File: src/rtl/aes_round_ctrl.sv
// aes_round_ctrl: iterative AES encryption round sequencer.
// Holds the 128-bit cipher state and the round counter. Drives the external
// combinational round datapath and key schedule one round per cycle. A block
// enters through a valid/ready input port and leaves through a valid/ready
// output port, with one block in flight at a time.
//
// Handshake semantics (both ports): a transfer happens on a rising edge where
// valid and ready are both high. The producer holds valid and its payload
// stable until that transfer. The consumer may raise or lower ready freely.
// Ready never depends combinationally on valid.
//
// NR selects the key size: 10, 12 or 14 rounds (AES-128/192/256). Other
// values are not meaningful to the key schedule this controller addresses.
module aes_round_ctrl #(
    parameter int NR = 10
) (
    input  logic         clk,
    input  logic         rst,
    input  logic         in_valid,
    output logic         in_ready,
    input  logic [127:0] in_block,
    output logic [3:0]   rk_idx,
    input  logic [127:0] rk_data,
    output logic [127:0] dp_state,
    output logic         dp_final,
    input  logic [127:0] dp_result,
    output logic         out_valid,
    input  logic         out_ready,
    output logic [127:0] out_block,
    output logic         busy,
    output logic [1:0]   dbg_fsm
);

    typedef enum logic [1:0] {
        IDLE  = 2'd0,
        ROUND = 2'd1,
        DONE  = 2'd2
    } fsm_t;

    localparam logic [3:0] LAST_ROUND = 4'(NR);

    fsm_t         fsm_q;
    logic [3:0]   round_q;
    logic [127:0] state_q;

    // Sequencer: initial key add on accept, one datapath round per cycle, then
    // hold the ciphertext until the output handshake completes.
    always_ff @(posedge clk) begin
        if (rst) begin
            fsm_q   <= IDLE;
            round_q <= 4'd0;
            state_q <= 128'd0;
        end else begin
            case (fsm_q)
                IDLE: begin
                    if (in_valid && in_ready) begin
                        // rk_idx is 0 here, so rk_data is the whitening key.
                        state_q <= in_block ^ rk_data;
                        round_q <= 4'd1;
                        fsm_q   <= ROUND;
                    end
                end
                ROUND: begin
                    state_q <= dp_result;
                    if (round_q == LAST_ROUND) begin
                        round_q <= 4'd0;
                        fsm_q   <= DONE;
                    end else begin
                        round_q <= round_q + 4'd1;
                    end
                end
                DONE: begin
                    // The state is kept so out_block stays valid after the
                    // handshake as well. New input waits for IDLE.
                    if (out_ready) begin
                        fsm_q <= IDLE;
                    end
                end
                default: begin
                    fsm_q   <= IDLE;
                    round_q <= 4'd0;
                end
            endcase
        end
    end

    // Interface outputs decoded straight from the registered state.
    assign in_ready  = (fsm_q == IDLE);
    assign out_valid = (fsm_q == DONE);
    assign busy      = (fsm_q != IDLE);
    assign dp_state  = state_q;
    assign out_block = state_q;
    assign rk_idx    = (fsm_q == ROUND) ? round_q : 4'd0;
    assign dp_final  = (fsm_q == ROUND) && (round_q == LAST_ROUND);
    assign dbg_fsm   = fsm_q;

endmodule

File: config.mk
export PLATFORM = sky130hd
export DESIGN_NAME = aes_round_ctrl
export DESIGN_NICKNAME = d
export VERILOG_FILES = /design/src/rtl/aes_round_ctrl.sv
export SDC_FILE = /design/constraint.sdc
export NUM_CORES = 1
export LEC_CHECK = 0
export CORE_AREA = 10 10 248 250
export CTS_CLUSTER_SIZE = 28
export DETAILED_ROUTE_END_ITERATION = 16
export DIE_AREA = 0 0 258 260
export GPL_TIMING_DRIVEN = 0
export PLACE_DENSITY = 0.41
export SYNTH_ARGS = -nofsm -noshare
export SYNTH_HDL_FRONTEND = slang
export SYNTH_SLANG_ARGS = --single-unit
File: constraint.sdc
create_clock -name clk -period 2.1 [get_ports clk]
set_input_delay 0.63 -clock clk [delete_from_list [all_inputs] [get_ports clk]]
set_output_delay 0.63 -clock clk [all_outputs]
set_load 0.02 [all_outputs]
Word-level counts from Yosys, hierarchy flattened:

Index checks and enable logic that the tools add are counted.

* $add $sub $neg: 1
* eq/ne operators: 6
* muxes and demuxes: 10
* reduce and logical (&&, ||, !) cells: 8
* bitwise logic cells: 2

Operator list (number)
* case mux 128 bit (2 select lines): 1
* two-way mux 128 bit: 1
* XOR 128 bit: 1
* two-way mux 4 bit: 3
* case mux 4 bit (3 select lines): 1
* two-way mux 2 bit: 3
* != test 2 x 1 -> 1 bit (second input constant): 3
* case mux 2 bit (3 select lines): 1
* adder 4 x 1 -> 4 bit (second input constant): 1
* equality test 4 bit (second input constant): 1
* AND reduction 2 bit: 2
* nonzero test 2 bit: 2
* AND reduction 3 bit: 1
* equality test 2 x 1 -> 1 bit (second input constant): 1
* equality test 2 bit (second input constant): 1
* logical AND 1 bit: 2
* zero test 2 bit: 1
* inverter 1 bit: 1

* output and inout port bits: 266
* bits in registers: 134

Logic depth before layout (Yosys ltp):

Gate-level depths: netlist of run 1.

* depth in word-level cells: 4
* depth in mapped cells: 7
* depth with buffers taken out: 5

Worst setup path before layout of run 1:

OpenSTA, ideal clock, no wires.

* kind: reg-to-output
* start point: reg fsm_q[0] (netlist: dbg_fsm[0])
* end point: out dp_final
* required time: 1.470 ns
* path slack: 0.206 ns
* arrival: 1.264 ns
* buffers on the path: 3
* cell stages (with the launch flop): 6
* path through: dfxtp_1 buf_6 nand2b_1 buf_4 buf_2 nor2_1

* cells in the longest elaborated chain, start to end: 2

RTL lines
* start: declaration: line 42 `fsm_t fsm_q;`
* start signal: assignment: line 50 `fsm_q <= IDLE;`
* start signal: assignment: line 60 `fsm_q <= ROUND;`
* start signal: assignment: line 67 `fsm_q <= DONE;`
* equality test 2 x 1 -> 1 bit: line 94 `assign dp_final = (fsm_q == ROUND) && (round_q == LAST_ROUND);`
* logical AND 1 bit: line 94
* end: declaration: line 25 `output logic dp_final,`

Every way passes these cells.

Worst setup path in the final report of run 1:

* start point: reg round_q[0]
* end point: out dp_final

* cells in the longest elaborated chain, start to end: 2

RTL lines
* start: declaration: line 43 `logic [3:0] round_q;`
* start signal: assignment: line 69 `round_q <= round_q + 4'd1;`
* equality test 4 bit: line 94
* logical AND 1 bit: line 94

Every way passes these cells.

==> out/metrics.yaml, run 1 <==
status: "finished clean"
grt_pass1_wl_um: 71000
place_ws_ns: -0.916
grt_use_total_pct: 14.6
vias_per_cell: 3.81
clk_path_buf_depth: 2
drive_above_1_share_pct: 20.9
cp_max_fo: 4
cts_buffers: 17
powerDensity_nw_per_um2: 627
cts_tree: "done"
vias: 8791
r2r_setup_slack_ns: 0.21
finalHoldViolations: 0
setup_viol: 0
ir_worst_vdd_v: 0.000619
synthesis.area_um2: 7840
timing.fmax_mhz: 487
portBuffers: 653
first_pass_iters: 5
drt-met1-wl_um: 19300
synth_flop_cell: "dfxtp_1"
fillers: 6143
grt_max_degree: 17
max-slew-margin-rel_pct: 46.4
io_pins: 654
routedWlPerCell_um: 22.0
worstReg2RegEnd: "dp_state[114]$_SDFFE_PP0P_"
syn_to_final_growth_pct: 102
wl_met3_um: 4960
critPathCaptureType: "primary output"
ctsHoldBuffers: 0
ys_seq_area_share_pct: 34.2
yosysWarnings: 0
syn_nets: 1237
synth_edf_count: 0
worstPathArrival_ns: 1.42
ys_seq_elements: 134
finalWeightedCongestion: 0.764
finalPower_mw: 9.95
dr_wl_met2_um: 25700
leakage_nw: 6.84
syn_inst: 847
reg2reg_depth: 7
rows: 87
post-route-period-util_pct: 97.7
required_ns: 1.47
grt_pass1_vias: 9716
start_util_pct: 13.9
antenna_found_initial: 12
synth.avg_cell_area_um2: 9.25
cts_root_buf: "clkbuf_16"
clock_skew_ns: 0.0202
maxCapViolCount: 0
r2r-start: "dbg_fsm[0]$_SDFFE_PP0P_"
core_area_um2: 56300
final_nets: 1922
drt_wl_total_um: 50700
holdPathEnd: "dp_state[111]$_SDFFE_PP0P_"
crit_type: "reg -> out"
hp-class: "reg -> reg"
die_w_um: 258
hpwl_um: 42900
die_height_um: 260
drt_iter0_drc: 275
whs_path_depth: 1
ys_async_sr_fraction_pct: 0
crit_path_start_kind: "flip-flop"
slew_viol_final: 0
min_from: "dp_state[111]$_SDFFE_PP0P_"
fin_ws_ns: 0.0482
h-tree-depth: 4
post-route-min-period_ns: 2.05
top_layer: "met5"
rsz0062_at_grt: "yes"
postRouteAntennaNets: 0
area.sequential_um2: 2710
die_area_um2: 67100
grt-ovfl-total: 0
netlist-cell-type-count: 32
worst_pin_slew_ns: 0.803
clkSinkCount: 134
path_clk_slew_ns: 0.06
multiInputGateArea_um2: 3900
clk-insertion-delay-late_ns: 0.48
drc: 0
## cells in the final DEF, fill, tap and decap left out, types with 3 or more instances in the layout
master / count
clkbuf_1: 9
clkdlybuf4s50_1: 387
clkbuf_4: 3
nand3_1: 4
clkbuf_16: 17
buf_2: 23
buf_6: 14
dlygate4sd2_1: 258
a221o_1: 25
bufinv_16: 4
nor2_2: 4
a2111oi_2: 70
dfxtp_2: 9
nor2_4: 3
a2111oi_0: 33
dfxtp_4: 3
nor2_1: 233
clkbuf_2: 3
dfxtp_1: 122
diode_2: 7
clkinv_2: 3
buf_4: 151
clkbuf_8: 5
xnor2_1: 128
## report_power, final
part | internal, mW | leakage [nW] | switching (mW)
Combinational | 1.82 | 5.40 | 1.68
Sequential | 2.80 | 1.12 | 0.256
Clock | 2.13 | 0.319 | 1.27
Total | 6.75 | 6.84 | 3.21
## metal layers
metal | track usage, % | vias to the layer above
met5 | 0 | -
met4 | 3.53 | 12
met3 | 6.73 | 40
met2 | 26.1 | 436
met1 | 15.2 | 4114
li1 | - | 4189
## flip-flops by register name, summed over array words and instances, names as in the netlist
register / flops
dp_state: 128
dbg_fsm: 2
round_q: 4
## per-stage QoR
stage                     hold slack (ns)  TNS, ns  instance area [um^2]  utilization, %  instances
after floorplan                     0.483        0                  7840               -        847
after global placement              0.497   -72.56                 15300            27.2       2256
after detailed placement            0.505   -75.15                 15300            27.2       2256
after CTS                           0.519   -0.129                 15800            28.0       2295
after global routing                0.533   -0.124                 15900            28.2       2302
final                               0.513        0                 15900            28.2       2307
## cell type report
| type | instances | share of cell area, % |
|---|---|---|
| Timing Repair Buffer | 667 | 39.8 |
| Multi-Input combinational cell | 527 | 24.6 |
| Sequential cell | 134 | 17.1 |
| Buffer | 182 | 8.34 |
| Tap cell | 756 | 5.96 |
| Clock buffer | 23 | 3.14 |
| Clock inverter | 8 | 0.907 |
| Antenna cell | 7 | 0.110 |
| Inverter | 3 | 0.0868 |
## logic make-up (layout without fill, tap and decap cells)
family,Yosys count,after routing,synth area share [%]
buffers and inverters,186,883,16.7
DFF,134,134,34.2
AOI/OAI and AO/OA,136,136,21.0
adders and majority gates,2,2,0.319
xor gates and xnor gates,128,128,14.3
other,0,7,0
and+or+nand+nor,261,261,13.4
## worst max-delay path, cell delays in order (launching register included)
cell and delay (ns):
dfxtp_4 0.35, inv_4 0.07, ha_4 0.12, nand3b_1 0.15, nor2_4 0.14, buf_6 0.13
## timing repair
item / CTS / global route
gates resized for setup: 332 / 23
setup endpoints to repair: 365 / 16
pin swaps: 1 / 3
buffers inserted: 8 / 6
## how the worst max path moves through the flow
stage                              endpoint  cells past startpoint                     from  slack [ns]
CTS                                dp_final                      5  round_q[0]$_SDFFE_PP0P_        -0.1
detailed placement  dbg_fsm[0]$_SDFFE_PP0P_                      5                      rst       -0.92
global placement    dbg_fsm[0]$_SDFFE_PP0P_                      5                      rst       -0.91
floorplan                          dp_final                      5  dbg_fsm[0]$_SDFFE_PP0P_        0.21
global route                      rk_idx[3]                      4  dbg_fsm[0]$_SDFFE_PP0P_       -0.04
finish                             dp_final                      5  round_q[0]$_SDFFE_PP0P_        0.05
## Yosys cell counts, types with 2 or more instances
cell type	count	area, um^2
ha_1	2	25.0
a221o_1	25	250
nor2_2	3	18.8
and2_1	3	18.8
nor2_1	237	890
nand3_1	4	20.0
a2111oi_0	33	289
or3_1	2	12.5
inv_1	3	11.3
dfxtp_1	134	2680
buf_2	25	125
nor2b_1	2	12.5
buf_6	9	101
a21oi_1	2	10.0
nand2b_1	3	18.8
buf_4	137	1030
a2111oi_2	70	1050
xnor2_1	128	1120
clkbuf_1	12	45.0
Power figures use the tool's default switching activity.
==> run 2, diff against run 1 <==
Settings changed: CORE_AREA 10 10 248 250 to 5 5 250 252, DIE_AREA 0 0 258 260 to 0 0 255 257, PLACE_DENSITY 0.41 to 0.4.
==> out/metrics.yaml, run 2 (synthesis results as in run 1) <==
status: "complete, but fails checks"  # was finished clean
violations: "negative setup slack"
hp-class: "reg -> reg"  # unchanged
p_sw_share_pct: 32.4  # was 32.2%
post-route-min-period_ns: 2.10  # was 2.05 ns
max_stage_delay_ns: 0.33  # was 0.35 ns
pwr-share-comb_pct: 35.2  # about the same
final_cell_mix: "clkdlybuf4s50_1 (387), dlygate4sd2_1 (258), nor2_1 (232)"  # was clkdlybuf4s50_1 (387), dlygate4sd2_1 (258), nor2_1 (233)
die_w_um: 255  # was 258 um
leakage_nw: 6.87  # was 6.84 nW
antenna_found_initial: 9  # was 12
p_clk_share_pct: 34.1  # was 34.2%
instances_no_fill: 2331  # was 2,307
path_clk_slew_ns: 0.06  # about the same
drt_iter0_drc: 272  # was 275
first_pass_iters: 4  # was 5
worst_pin_slew_ns: 0.778  # was 0.803 ns
cts_buffers: 17  # unchanged
final_nets: 1925  # was 1,922
grt_pass1_wl_um: 64600  # was 71,000 um
clk-insertion-delay-late_ns: 0.47  # was 0.48 ns
setup_viol: 1  # was 0
p_int_mw: 6.71  # was 6.75 mW
cts_tree: "done"  # unchanged
required_ns: 1.47  # about the same
clock_skew_ns: 0.00842  # was 0.0202 ns
critPathSlowestCell: "dfxtp_2"  # was dfxtp_4
syn_to_final_growth_pct: 103  # was 102%
portBuffers: 653  # unchanged
place_ws_ns: -0.795  # was -0.916 ns
cts_root_buf: "clkbuf_16"  # unchanged
vias_per_cell: 3.72  # was 3.81
cp_max_fo: 4  # unchanged
max-slew-margin-rel_pct: 48.2  # was 46.4%
ctsHoldBuffers: 0  # unchanged
cpMostUsedCell: "buf_6"
clk_path_buf_depth: 2  # unchanged
grt_use_total_pct: 13.6  # was 14.6%
area.sequential_um2: 2710  # about the same
h-tree-depth: 4  # unchanged
drive_above_1_share_pct: 21.3  # was 20.9%
maxCapViolCount: 0  # unchanged
drc: 0  # unchanged
slew_viol_final: 0  # unchanged
dpl.cell_count: 2282  # was 2,256
fillers: 6582  # was 6,143
final_common_cell: "clkdlybuf4s50_1"  # unchanged
finalHoldViolations: 0  # unchanged
postRouteAntennaNets: 0  # unchanged
critPathCaptureType: "primary output"  # unchanged
rsz0062_at_grt: "yes"  # unchanged
grt_max_degree: 17  # unchanged
core_area_um2: 59900  # was 56,300 um^2
routedWlPerCell_um: 20.0  # was 22.0 um
io_pins: 654  # unchanged
fin_ws_ns: -0.00281  # was 0.0482 ns
largest_reg_flops: 128  # unchanged
grt-ovfl-total: 0  # unchanged
timing.fmax_mhz: 476  # was 487 MHz
die_height_um: 257  # was 260 um
vias: 8661  # was 8,791
clkSinkCount: 134  # unchanged
drt_wl_total_um: 46700  # was 50,700 um
multiInputGateArea_um2: 3890  # was 3900 um^2
ir_worst_vdd_v: 0.000596  # was 0.000619 V
worstPathArrival_ns: 1.47  # was 1.42 ns
hpwl_um: 39400  # was 42,900 um
path_cells: "buf_6, nor2b_4, buf_6, and2_4, buf_6"  # was inv_4, ha_4, nand3b_1, nor2_4, buf_6
grt_pass1_vias: 9369  # was 9,716
rows: 90  # was 87
post-route-period-util_pct: 100  # was 97.7%
power_switching_mw: 3.22  # was 3.21 mW
start_util_pct: 13.1  # was 13.9%
crit_path_start_kind: "flip-flop"  # unchanged
seqPwrFrac_pct: 30.7  # about the same
r2r_setup_slack_ns: 0.08  # was 0.21 ns
crit_type: "reg -> out"  # unchanged
finalWeightedCongestion: 0.739  # was 0.764
die_area_um2: 65500  # was 67,100 um^2
powerDensity_nw_per_um2: 623  # was 627 nW/um^2
[run 2: cell count changes in the layout (fill, tap and decap cells not counted), sizes merged]
cell           previous run  this run
diode                     7         1
buf                     189       191
clkinv                    4         6
clkdlybuf4s15             1         0
clkinvlp                  0         1
[run 2: repair_timing]
action,in CTS,in global routing
buffers inserted,12,6
endpoints found under the setup margin,358,96
gates cloned,0,0
resized for setup,346,30
pin swaps,0,4
[run 2: worst max-delay path, delay by kind of cell (launching register included)]
family        cells  cell delay [ns]
flops             1             0.33
buf+inv           3             0.35
simple gates      2             0.32
[run 2: layout make-up]
cell class	instances	share of cell area [%]
Multi-Input combinational cell	527	24.4
Buffer	181	8.53
Tap cell	782	6.14
Inverter	3	0.0706
Timing Repair Buffer	671	39.8
Antenna cell	1	0.0157
Clock buffer	21	2.95
Sequential cell	134	17.0
Clock inverter	11	1.08
[run 2: metal layers]
metal	share of wire (%)	routed length, um	track usage [%]	up-vias
met5	0.15	72	0	-
met4	1.8	831	3.86	10
met3	10	4730	6.28	47
met2	51	23900	24.8	436
met1	37	17200	14.0	3973
li1	-	-	-	4195
[run 2: worst paths after layout]
check                             startpoint                         end  cells past startpoint
setup reg to reg     dbg_fsm[0]$_SDFFE_PP0P_  dp_state[110]$_SDFFE_PP0P_                      8
hold reg to reg   dp_state[112]$_SDFFE_PP0P_  dp_state[112]$_SDFFE_PP0P_                      1
setup / recovery     dbg_fsm[0]$_SDFFE_PP0P_                   rk_idx[3]                      5
hold / removal    dp_state[112]$_SDFFE_PP0P_  dp_state[112]$_SDFFE_PP0P_                      1
[run 2: power by group through the flow]
stage                     clock [mW]  sequential, mW  combinational, mW
after floorplan                    0            3.31               1.48
after global placement             0            3.12               3.85
after detailed placement           0            3.13               3.84
after CTS                       3.55            3.07               3.56
after global routing            3.61            3.09               3.74
final                           3.39            3.05               3.50
[run 2: per-stage QoR]
stage	cell area, um^2	util [%]	total power [mW]	hold slack (ns)	setup TNS (ns)
final	15900	26.6	9.94	0.511	-0.00281
after global routing	15900	26.6	10.4	0.523	-0.178
after CTS	15900	26.5	10.2	0.509	-0.229
after detailed placement	15400	25.6	6.97	0.492	-75.86
after global placement	15400	25.6	6.97	0.496	-70.81
after floorplan	7840	-	4.79	0.483	0
==> patch 1: new RTL, settings of run 1 <==
Change the parameter `NR` from 10 to 7. Comments in the files are not updated.
--- a/src/rtl/aes_round_ctrl.sv
+++ b/src/rtl/aes_round_ctrl.sv
@@ -12,7 +12,7 @@
 // NR selects the key size: 10, 12 or 14 rounds (AES-128/192/256). Other
 // values are not meaningful to the key schedule this controller addresses.
 module aes_round_ctrl #(
-    parameter int NR = 10
+    parameter int NR = 7
 ) (
     input  logic         clk,
     input  logic         rst,
Function: same outputs for any inputs over 4 cycles, from zero or initial values and one cycle with rst high; that may be too few to reach the edited logic, so the function may still have changed.
==> patch 1 against run 1 <==
Core utilization is essentially flat. Routed wire length shrank 0.75%. Highest routed layer unchanged. Cell area grew 0.13%. Area after synthesis grew 2.8%. Setup slack lost 0.039 ns. Total power grew 1.4%. Global-route usage is essentially flat. Sequential cell count is the same.
==> patch 1: results (changes against run 1) <==
global_route:
  grt_pass1_wl_um: 70600  # -0.50%
  track_usage: 0.146  # about the same
  antenna_found_initial: 8  # -4
  met2_usage: 0.269  # +0.00801
  grt_pass1_vias: 9658  # -0.60%
layout:
  n_all_buffers: 843  # -0.71%
  clockBufferCount: 25  # +8.7%
  drive_gt1_frac: 0.207  # -0.00250
  n_antenna_cell: 5  # -2
  seq_area_um2: 2700  # about the same
  multi_input_comb_cells: 544  # +3.2%
  clk_share: 0.0366  # -0.00391
worst_setup_path:
  cp_slowest_stage_delay_ns: 0.39  # +0.04 ns
  r2r_end: "dp_state[39]"
  ff2ff_setup_slack_ns: 0.24  # +0.03 ns
  r2r_start: "dbg_fsm[1]"
  critPathMaxFanout: 7  # +3
  cp_data_arrival_time_ns: 1.46  # +0.04 ns
  reg2reg_depth: 6  # -1
synth:
  synthAdderAreaFrac: 0.00155  # -0.00164
  synth_compound_area_frac: 0.229  # +0.0192
  ys_types: 26  # -19%
  yosysSeqAreaShare: 0.333  # -0.00925
  syn_nets: 1256  # +1.5%
  synth_commonest_cells: "262 x nor2_1, 134 x buf_4, 134 x dfxtp_1"
  synth_xor_area_frac: 0.139  # -0.00387
  synth.avg_cell_area_um2: 9.29  # +0.41%
place:
  dpl.hpwl_um: 42500  # -1.1%
  dp.cells: 2275  # +0.84%
  portBuffers: 652  # -0.15%
drt:
  m1WireLength_um: 19100  # -0.90%
  wl_met2_um: 26700  # +3.7%
  drt-pass1-iter-count: 4  # -1
  drt_iter0_drc: 349  # +27%
pwr:
  peakVddDrop_mv: 0.635  # +2.6%
  clock_power_w: 0.00317  # -6.8%
  p_comb_w: 0.00382  # +9.1%
  p_leak_nw: 6.73  # -1.6%
timing:
  slew-limit-headroom: 0.355  # -0.109
  whs_ns: 0.531  # +0.0182 ns
  clock_skew_ns: 0.0211  # +0.000883 ns
worst_hold_path:
  whs_endpoint: "round_q[3]"
  hold_path_depth: 2  # +1
clock_tree:
  cts_setup_buffers: 5  # -3
outcome:
  status: "complete, no violations"
==> patch 1: how the worst max path moves through the flow <==
stage / slack [ns] / startpoint / end
6_report: 0.01 / dbg_fsm[0] / rk_idx[2]
5_1_grt: -0.05 / dbg_fsm[0] / rk_idx[2]
4_1_cts: -0.05 / dbg_fsm[0] / rk_idx[2]
3_5_place_dp: -0.54 / in_valid / dp_state[44]
3_3_place_gp: -0.56 / in_valid / dp_state[36]
2_1_floorplan: 0.23 / dbg_fsm[0] / dp_final
==> patch 1: metrics by stage <==
| step | TNS [ns] | power, W | setup slack, ns | instance area [um^2] |
|---|---|---|---|---|
| after floorplan | 0 | 0.00506 | 0.225 | 8050 |
| after global placement | -63.79 | 0.00740 | -0.558 | 15500 |
| after detailed placement | -61.30 | 0.00741 | -0.540 | 15500 |
| after CTS | -0.0495 | 0.0103 | -0.0457 | 15900 |
| after global routing | -0.0666 | 0.0106 | -0.0480 | 15900 |
| final | 0 | 0.0101 | 0.00964 | 15900 |
==> patch 2: new RTL, settings of run 1 <==
Made on the original files. Reset style: asynchronous (`rst`), changed in one clocked block.
--- a/src/rtl/aes_round_ctrl.sv
+++ b/src/rtl/aes_round_ctrl.sv
@@ -45,7 +45,7 @@
 
     // Sequencer: initial key add on accept, one datapath round per cycle, then
     // hold the ciphertext until the output handshake completes.
-    always_ff @(posedge clk) begin
+    always_ff @(posedge clk or posedge rst) begin
         if (rst) begin
             fsm_q   <= IDLE;
             round_q <= 4'd0;
Function: differs if rst is asserted again (counterexample within 4 cycles, from zero or initial values and one cycle with rst high); with rst held inactive, the same outputs for 4 cycles.
==> patch 2 against run 1 <==
The run now ends with negative setup slack left. Critical path depth did not move. Routed wire length grew 0.85%. Register-to-register slack got worse by 0.13 ns. Worst hold slack lost 0.050 ns. First-iteration DRC count is 43% higher. Sequential cell count did not move. Die area did not move. Setup slack lost 0.14 ns. Cell area is 4.7% higher. Area after synthesis rose by 8.7%. Critical endpoint is now rk_idx[1]. Largest cell class unchanged.
Power is not compared: it rests on default switching activity, and its combinational part moved more than twofold at a synthesized area within 25%.
==> patch 2: results (changes against run 1) <==
outcome:
  status: "finished, violations left"
  violations: "negative setup slack"
clock_tree:
  cts_buffer_depth: 2  # unchanged
  clk_pin_slew_ns: 0.06  # about the same
  cts-root-buf: "clkbuf_16"
  insertion_delay_ns: 0.47
  cts_buffers: 17  # unchanged
  h-tree-depth: 4  # unchanged
worst_setup_path:
  r2r_start: "dbg_fsm[1]"
  cp_slowest_stage_delay_ns: 0.38  # +0.03 ns
  cp_data_arrival_time_ns: 1.56  # +0.14 ns
  critPathMaxFanout: 8  # +4
  crit_type: "register to output port"
  cp_slowest_cell: "dfrtp_1"
timing:
  slew-limit-headroom: 0.381  # -0.0837
  clock_skew_ns: 0.00907  # -0.0111 ns
  finalWorstSetupSlack_ns: -0.0935  # -0.142 ns
  finalSetupTns_ns: -0.438  # -0.438 ns
  finalSetupViolations: 7  # +7
layout:
  nets: 1952  # +1.6%
  largest_register_ff_count: 128  # unchanged
  fillers: 6051  # -1.5%
  drive_gt1_frac: 0.191  # -0.0181
drt:
  drt-pass1-iter-count: 5  # unchanged
  vias: 9059  # +3.0%
  wl_per_cell_um: 22.0  # about the same
  viasPerCell: 3.89  # +2.1%
  drt_iter0_drc: 393  # +43%
place:
  portBuffers: 653  # unchanged
  dp.cells: 2281  # +1.1%
  place_area_um2: 16100  # +5.0%
  dpl.hpwl_um: 43000  # about the same
  routabilityCongestion: 0.772  # +1.1%
synth:
  yosysSeqAreaShare: 0.394  # +0.0513
  synth_warnings: 0  # unchanged
  synth.avg_cell_area_um2: 9.81  # +6.1%
  synth_commonest_cells: "139 x nand2_1, 134 x dfrtp_1, 129 x buf_4"
  syn_nets: 1258  # +1.7%
  ys_types: 29  # -9.4%
  ys_async_sr_fraction: 1.00  # +1.00
  synthFlopType: "dfrtp_1"
  synthTopCellsByArea: "dfrtp_1 39%, xnor2_1 13%, buf_4 11%"
pwr:
  p_leak_nw: 7.16
  peakVddDrop_mv: 0.638
global_route:
  track_usage: 0.148  # +0.00206
  grt_max_degree: 36  # +19
  antenna_found_initial: 2  # -10
  grt_pass1_vias: 9988  # +2.8%
  grt_pass1_wl_um: 72100  # +1.6%
worst_hold_path:
  hold_class: "input port to asynchronous set/reset pin"
run:
  drv_cap: 0  # unchanged
-- patch 2: stage by stage --
| step | setup WS [ns] | util |
|---|---|---|
| after floorplan | -0.195 | - |
| after global placement | -1.91 | 0.284 |
| after detailed placement | -0.884 | 0.286 |
| after CTS | -0.200 | 0.294 |
| after global routing | -0.166 | 0.295 |
| final | -0.0935 | 0.295 |
-- patch 2: logic make-up after synthesis --
family	after synthesis	share of synthesized area
DFF	134	0.394
and+or+nand+nor	156	0.0727
buffers and inverters	251	0.171
adders and majority gates	2	0.00294
xor gates and xnor gates	128	0.132
AOI/OAI and AO/OA	197	0.228
-- patch 2: critical path: cells and delay by family, from the launching register on --
family	cells	cell delay (ns)
flops	1	0.38
buf+inv	3	0.40
simple gates	2	0.32
-- patch 2: final timing paths --
check                                 to  slack [ns]  depth (start not counted)
setup reg to reg           dp_state[101]        0.08                          9
hold / removal             dp_state[110]        0.46                          2
min in group clk            dp_state[83]        0.52                          2
max in group asynchronous     dbg_fsm[0]        0.88                          4
hold reg to reg             dp_state[83]        0.52                          2
setup / recovery               rk_idx[1]       -0.09                          5
-- patch 2: metal layers --
metal | share of wire | track usage
met1 | 0.39 | 0.163
met2 | 0.53 | 0.266
met3 | 0.069 | 0.0516
met4 | 0.012 | 0.0377
met5 | 0 | 0
-- patch 2: repair_timing --
action | in CTS | in global routing
cloned | 0 | 0
pin swaps | 2 | 2
endpoints found under the hold margin | 0 | 0
resized for setup | 356 | 12
setup buffers | 14 | 7
endpoints found under the setup margin | 334 | 13
-- patch 2: power breakdown --
part	leakage (nW)	total [W]	internal, W	switching (W)
Clock	0.257	0.00300	0.00177	0.00123
Sequential	1.55	0.00499	0.00369	0.00131
Combinational	5.35	0.0120	0.00546	0.00655
-- patch 2: cell type report --
type | instances | area [um^2] | share of cell area
antenna | 2 | 5.00 | 0.000301
buffer | 183 | 1240 | 0.0744
clock buffer | 23 | 468 | 0.0282
clock inverter | 4 | 75.1 | 0.00452
inverter | 65 | 248 | 0.0149
multi-input combinational | 483 | 3790 | 0.228
sequential | 134 | 3370 | 0.203
tap | 756 | 946 | 0.0570
timing repair buffer | 678 | 6470 | 0.390
